<file path="config.mk">
export PLATFORM = sky130hd
export DESIGN_NAME = mux4_rr_arbiter
export DESIGN_NICKNAME = d
export VERILOG_FILES = /design/src/rtl/mux4_rr_arbiter.sv
export SDC_FILE = /design/constraint.sdc
export NUM_CORES = 1
export LEC_CHECK = 0
export BUFFER_PORTS_ARGS = -buffer_cell sky130_fd_sc_hd__buf_2
export CAP_MARGIN = 30
export CORE_ASPECT_RATIO = 0.6
export CORE_MARGIN = 3
export CORE_UTILIZATION = 30
export DETAILED_ROUTE_END_ITERATION = 16
export PLACE_DENSITY = 0.63
export SLEW_MARGIN = 25
export SYNTH_ARGS = -nofsm -noshare
export SYNTH_HDL_FRONTEND = slang
export SYNTH_HIERARCHICAL = 1
export SYNTH_SLANG_ARGS = --single-unit
</file>
<file path="constraint.sdc">
create_clock -name clk -period 1.5 [get_ports clk]
set_input_delay 0.075 -clock clk [delete_from_list [all_inputs] [get_ports clk]]
set_output_delay 0.075 -clock clk [all_outputs]
set_load 0.01 [all_outputs]
</file>
<file path="src/rtl/mux4_rr_arbiter.sv">
// mux4_rr_arbiter
//   Round-robin arbiter that owns the select of a 4:1 mux channel. One
//   requester is granted at a time and keeps the grant for a burst of at
//   most MAX_BURST beats (a beat is a cycle with out_valid && out_ready).
//   After every release the arbiter spends exactly one cycle in IDLE before
//   it grants again. The scan for the next grant starts one past the last
//   granted port.
//
//   Ports
//     clk        in   1    clock, rising edge
//     rst_n      in   1    asynchronous active-low reset
//     req        in   4    request, req[i] belongs to d<i>
//     d0..d3     in   DW   requester data
//     out_ready  in   1    downstream accepts beat
//     gnt        out  4    one-hot grant, registered
//     sel        out  2    index of granted requester, registered
//     out_valid  out  1    beat on y is valid
//     y          out  DW   muxed data, y = d[sel]
//     busy       out  1    high while a grant is held
//
//   state | meaning
//   ------+-----------------------------------------------------------
//   IDLE  | no grant; arbitrates pending requests on the next edge
//   GRANT | sel owns the channel until its req drops or the burst ends

module mux4_1 (
    input  logic       d0,
    input  logic       d1,
    input  logic       d2,
    input  logic       d3,
    input  logic [1:0] sel,
    output logic       y
);
    always_comb begin
        case (sel)
            2'd0:    y = d0;
            2'd1:    y = d1;
            2'd2:    y = d2;
            default: y = d3;
        endcase
    end
endmodule

module mux4_rr_arbiter #(
    parameter int MAX_BURST = 4,
    parameter int DW        = 1
) (
    input  logic          clk,
    input  logic          rst_n,
    input  logic [3:0]    req,
    input  logic [DW-1:0] d0,
    input  logic [DW-1:0] d1,
    input  logic [DW-1:0] d2,
    input  logic [DW-1:0] d3,
    input  logic          out_ready,
    output logic [3:0]    gnt,
    output logic [1:0]    sel,
    output logic          out_valid,
    output logic [DW-1:0] y,
    output logic          busy
);
    typedef enum logic {
        IDLE  = 1'b0,
        GRANT = 1'b1
    } state_t;

    localparam logic [3:0] LAST_BEAT = 4'(MAX_BURST - 1);

    state_t     state_q, state_d;
    logic [3:0] gnt_q,   gnt_d;
    logic [1:0] sel_q,   sel_d;
    logic [1:0] ptr_q,   ptr_d;
    logic [3:0] count_q, count_d;

    logic       beat;
    logic       found;
    logic [1:0] pick;

    // First set request scanning ptr, ptr+1, ... with 2-bit wraparound.
    always_comb begin
        found = 1'b0;
        pick  = ptr_q;
        for (int k = 0; k < 4; k++) begin
            logic [1:0] cand;
            cand = ptr_q + 2'(k);
            if (!found && req[cand]) begin
                found = 1'b1;
                pick  = cand;
            end
        end
    end

    assign out_valid = (state_q == GRANT) && req[sel_q];
    assign beat      = out_valid && out_ready;

    always_comb begin
        state_d = state_q;
        gnt_d   = gnt_q;
        sel_d   = sel_q;
        ptr_d   = ptr_q;
        count_d = count_q;
        case (state_q)
            IDLE: begin
                if (found) begin
                    state_d = GRANT;
                    gnt_d   = 4'b0001 << pick;
                    sel_d   = pick;
                    count_d = 4'd0;
                end
            end
            GRANT: begin
                // A dropped request releases even with out_ready low.
                if (!req[sel_q] || (beat && count_q == LAST_BEAT)) begin
                    state_d = IDLE;
                    gnt_d   = 4'b0000;
                    ptr_d   = sel_q + 2'd1;
                    count_d = 4'd0;
                end else if (beat) begin
                    count_d = count_q + 4'd1;
                end
            end
            default: begin
                state_d = IDLE;
                gnt_d   = 4'b0000;
                count_d = 4'd0;
            end
        endcase
    end

    always_ff @(posedge clk or negedge rst_n) begin
        if (!rst_n) begin
            state_q <= IDLE;
            gnt_q   <= 4'b0000;
            sel_q   <= 2'd0;
            ptr_q   <= 2'd0;
            count_q <= 4'd0;
        end else begin
            state_q <= state_d;
            gnt_q   <= gnt_d;
            sel_q   <= sel_d;
            ptr_q   <= ptr_d;
            count_q <= count_d;
        end
    end

    assign gnt  = gnt_q;
    assign sel  = sel_q;
    assign busy = (state_q == GRANT);

    for (genvar b = 0; b < DW; b++) begin : g_mux
        mux4_1 u_mux (
            .d0  (d0[b]),
            .d1  (d1[b]),
            .d2  (d2[b]),
            .d3  (d3[b]),
            .sel (sel_q),
            .y   (y[b])
        );
    end
endmodule

</file>
==> results.sh <==
export IMPL_p_clk_share_pct=14.8
export IMPL_crit_required_ns=1.68
export IMPL_layout_min_cycle_time_ns=1.55
export IMPL_synth_top_area_share_pct=41.4
export IMPL_vias=731
export IMPL_ir_drop_uv=891
export IMPL_max_stage_delay_ns=0.50
export IMPL_cts_sinks=13
export IMPL_crit_type="register to register"
export IMPL_synthCells=79
export IMPL_r2r_end="count_q[3]"
export IMPL_port_buffers=19
export IMPL_totalWireLength_mm=2.00
export IMPL_synth_warning_count=6
export IMPL_cts_made_buffers=3
export IMPL_final_cell_area_um2=1100
export IMPL_syn_area_per_cell_um2=9.95
export IMPL_cts_tree="yes"
export IMPL_hp_class="input pin to register"
export IMPL_grt_total_usage_pct=13.2
export IMPL_ant_nets=0
export IMPL_ys_ff_latch=13
export IMPL_grt_overflow_total=0
export IMPL_area_growth_syn_to_layout_pct=39.8
export IMPL_ys_types=35
export IMPL_grt_pass1_wl_mm=3.17
export IMPL_power_uw=2100
export IMPL_die_x_um=72.1
export IMPL_r2r_slack_ns=-0.05
export IMPL_internal_power_uw=1280
export IMPL_clk_root_buffer_cell="clkbuf_8"
export IMPL_cts_clk_slew_worst_paths_ns=0.06
export IMPL_clk_latency_ns=0.24
export IMPL_cts_htree_levels=1
export IMPL_fin_nets=127
export IMPL_synth_edf_count=0
export IMPL_rsz0062_at_grt="yes"
export IMPL_drtIter0Drc=49
export IMPL_final_setup_viol_count=3
export IMPL_sequentialPowerShare_pct=30.6
export IMPL_wl_per_cell_um=13.9
export IMPL_clockBufferDepth=2
export IMPL_mostFrequentLayoutCells="buf_2 (18), dfrtp_1 (11), buf_4 (11), inv_1 (9), o21ai_0 (6)"
export IMPL_status="finished with violations"
export IMPL_p_switching_uw=827
export IMPL_hold_slack_ns=0.150
export IMPL_first_pass_iters=4
export IMPL_switching_share_pct=39.3
export IMPL_yosys_top_cells_area="dfrtp_1 (41%), inv_1 (4.3%), o22ai_1 (4.0%)"
export IMPL_hold_end="count_q[1]"
export IMPL_grt_max_degree=14
export IMPL_fin_crit_sh_pct=103
export IMPL_drive_gt1_share_pct=43.0
export IMPL_synth_top_area_cell="dfrtp_1"
export IMPL_crit_chain="mux2i_4 -> o32ai_2 -> or4_4 -> a21oi_2"
export IMPL_maxCapViolations=0
export IMPL_fin_ws_ns=-0.0492
export IMPL_pin_count=20
export IMPL_via_per_inst=5.08
export IMPL_slew_violations=0
export IMPL_violations="negative setup slack"
export IMPL_ys_seq_area_share_pct=41.4
export IMPL_hp_start="out_ready"
export IMPL_drc=0
export IMPL_num_antenna_cells=0
export IMPL_synth_fp_nets=91
export IMPL_p_leak_uw=0.000500
export IMPL_finClkSkew_ns=0.00371
export IMPL_grt_pass1_vias=655
export IMPL_gp_congestion=0.818
export IMPL_cp_arrival_ns=1.73
export IMPL_num_rows=13
export IMPL_core_um2=2330
export IMPL_maxSlewHeadroom_pct=74.6
export IMPL_fmax_mhz=645
export IMPL_worstMarginPinSlew_ns=0.380
export IMPL_pwr_share_comb_pct=54.6
export IMPL_async_flop_share_pct=100
export IMPL_end_kind="register"
export IMPL_dpl_cell_area_um2=965
export IMPL_die_h_um=45.6
export IMPL_crit_fanout=5
export IMPL_reg2regPathDepth=4
export IMPL_antenna_found_initial=0
export IMPL_layout_commonest_cell="buf_2"
export IMPL_hold_viol=0
export IMPL_ys_flop_type="dfrtp_1"
export IMPL_start_util_pct=33.8
export IMPL_start_kind="register"
export IMPL_r2r_start="sel[1]"
export IMPL_syn_area_um2=786
export IMPL_p_per_area_nw_per_um2=1910
export IMPL_place_hpwl_mm=1.52
export IMPL_dieArea_um2=3290
export IMPL_slowest_stage="or4_4"
export IMPL_hold_path_depth=3
[power groups by stage]
stage / Sequential (uW) / Clock, uW / Combinational, uW
after global routing: 667 / 345 / 1240
final: 644 / 311 / 1150
after detailed placement: 643 / 0 / 951
after CTS: 645 / 323 / 1000
after floorplan: 688 / 0 / 523
after global placement: 632 / 0 / 925
[Yosys cell counts (all sizes together), types with 2 or more instances]
master / n
o2bb2ai: 2
dfrtp: 13
nor2: 4
o22ai: 5
o21ai: 6
nand2: 4
or4: 2
mux2i: 3
o31ai: 2
nand3: 2
a21oi: 4
mux2: 2
nand4: 2
inv: 9
[state kept, by name (all words and copies together), names as in the netlist]
signal   flops
ptr_q        2
gnt          4
sel          2
count_q      4
busy         1
[routing by layer]
layer | track usage (%) | vias to the layer above | wire (um)
met5 | 0 | - | 0
met3 | 5.73 | 5 | 126
met2 | 18.3 | 22 | 819
met1 | 17.7 | 339 | 1030
met4 | 5.62 | 0 | 27
li1 | - | 365 | -
[per-stage QoR]
stage	std cells	setup TNS [ns]	utilization, %	setup slack, ns
floorplan	79	-0.0493	-	-0.0493
global placement	133	-0.0123	41.5	-0.0123
detailed placement	133	-0.0625	41.5	-0.0527
CTS	140	-0.193	44.7	-0.0786
global route	144	-0.566	47.2	-0.0982
finish	144	-0.0866	47.2	-0.0492
[kinds of logic after synthesis]
kind of cell / Yosys count / synth area share, %
xor+xnor: 1 / 1.11
fa+ha+maj: 1 / 1.59
mux: 6 / 9.55
compound gates: 27 / 24.4
simple gates: 21 / 16.2
flops: 13 / 41.4
buf+inv: 10 / 5.73
[critical path: cells and delay by family, from the launching register on]
kind | cells | cell delay (ns)
compound gates | 2 | 0.29
simple gates | 1 | 0.50
mux | 1 | 0.28
flops | 1 | 0.41
[worst max-delay path by stage]
stage	start	endpoint	slack [ns]	depth (start not counted)
global route	sel[1]	count_q[3]	-0.1	4
floorplan	sel[1]	count_q[3]	-0.05	4
CTS	sel[1]	out_valid	-0.08	4
finish	sel[1]	count_q[3]	-0.05	4
global placement	sel[1]	count_q[3]	-0.01	4
detailed placement	sel[1]	count_q[3]	-0.05	4
[cell type report]
type / instances / area (um2)
Multi-Input combinational cell: 56 / 449
Tap cell: 30 / 37.5
Timing Repair Buffer: 32 / 205
Sequential cell: 13 / 328
Inverter: 9 / 33.8
Fill cell: 234 / 1230
Clock buffer: 4 / 45.0
[what timing repair did]
| action | 4_1_cts | 5_1_grt |
|---|---|---|
| endpoints found under the hold margin | 13 | 0 |
| setup buffers | 2 | 4 |
| resized for setup | 2 | 4 |
| hold buffers | 1 | 0 |
| endpoints found under the setup margin | 8 | 12 |
| gates cloned | 0 | 0 |
(Power assumes the default switching activity.)
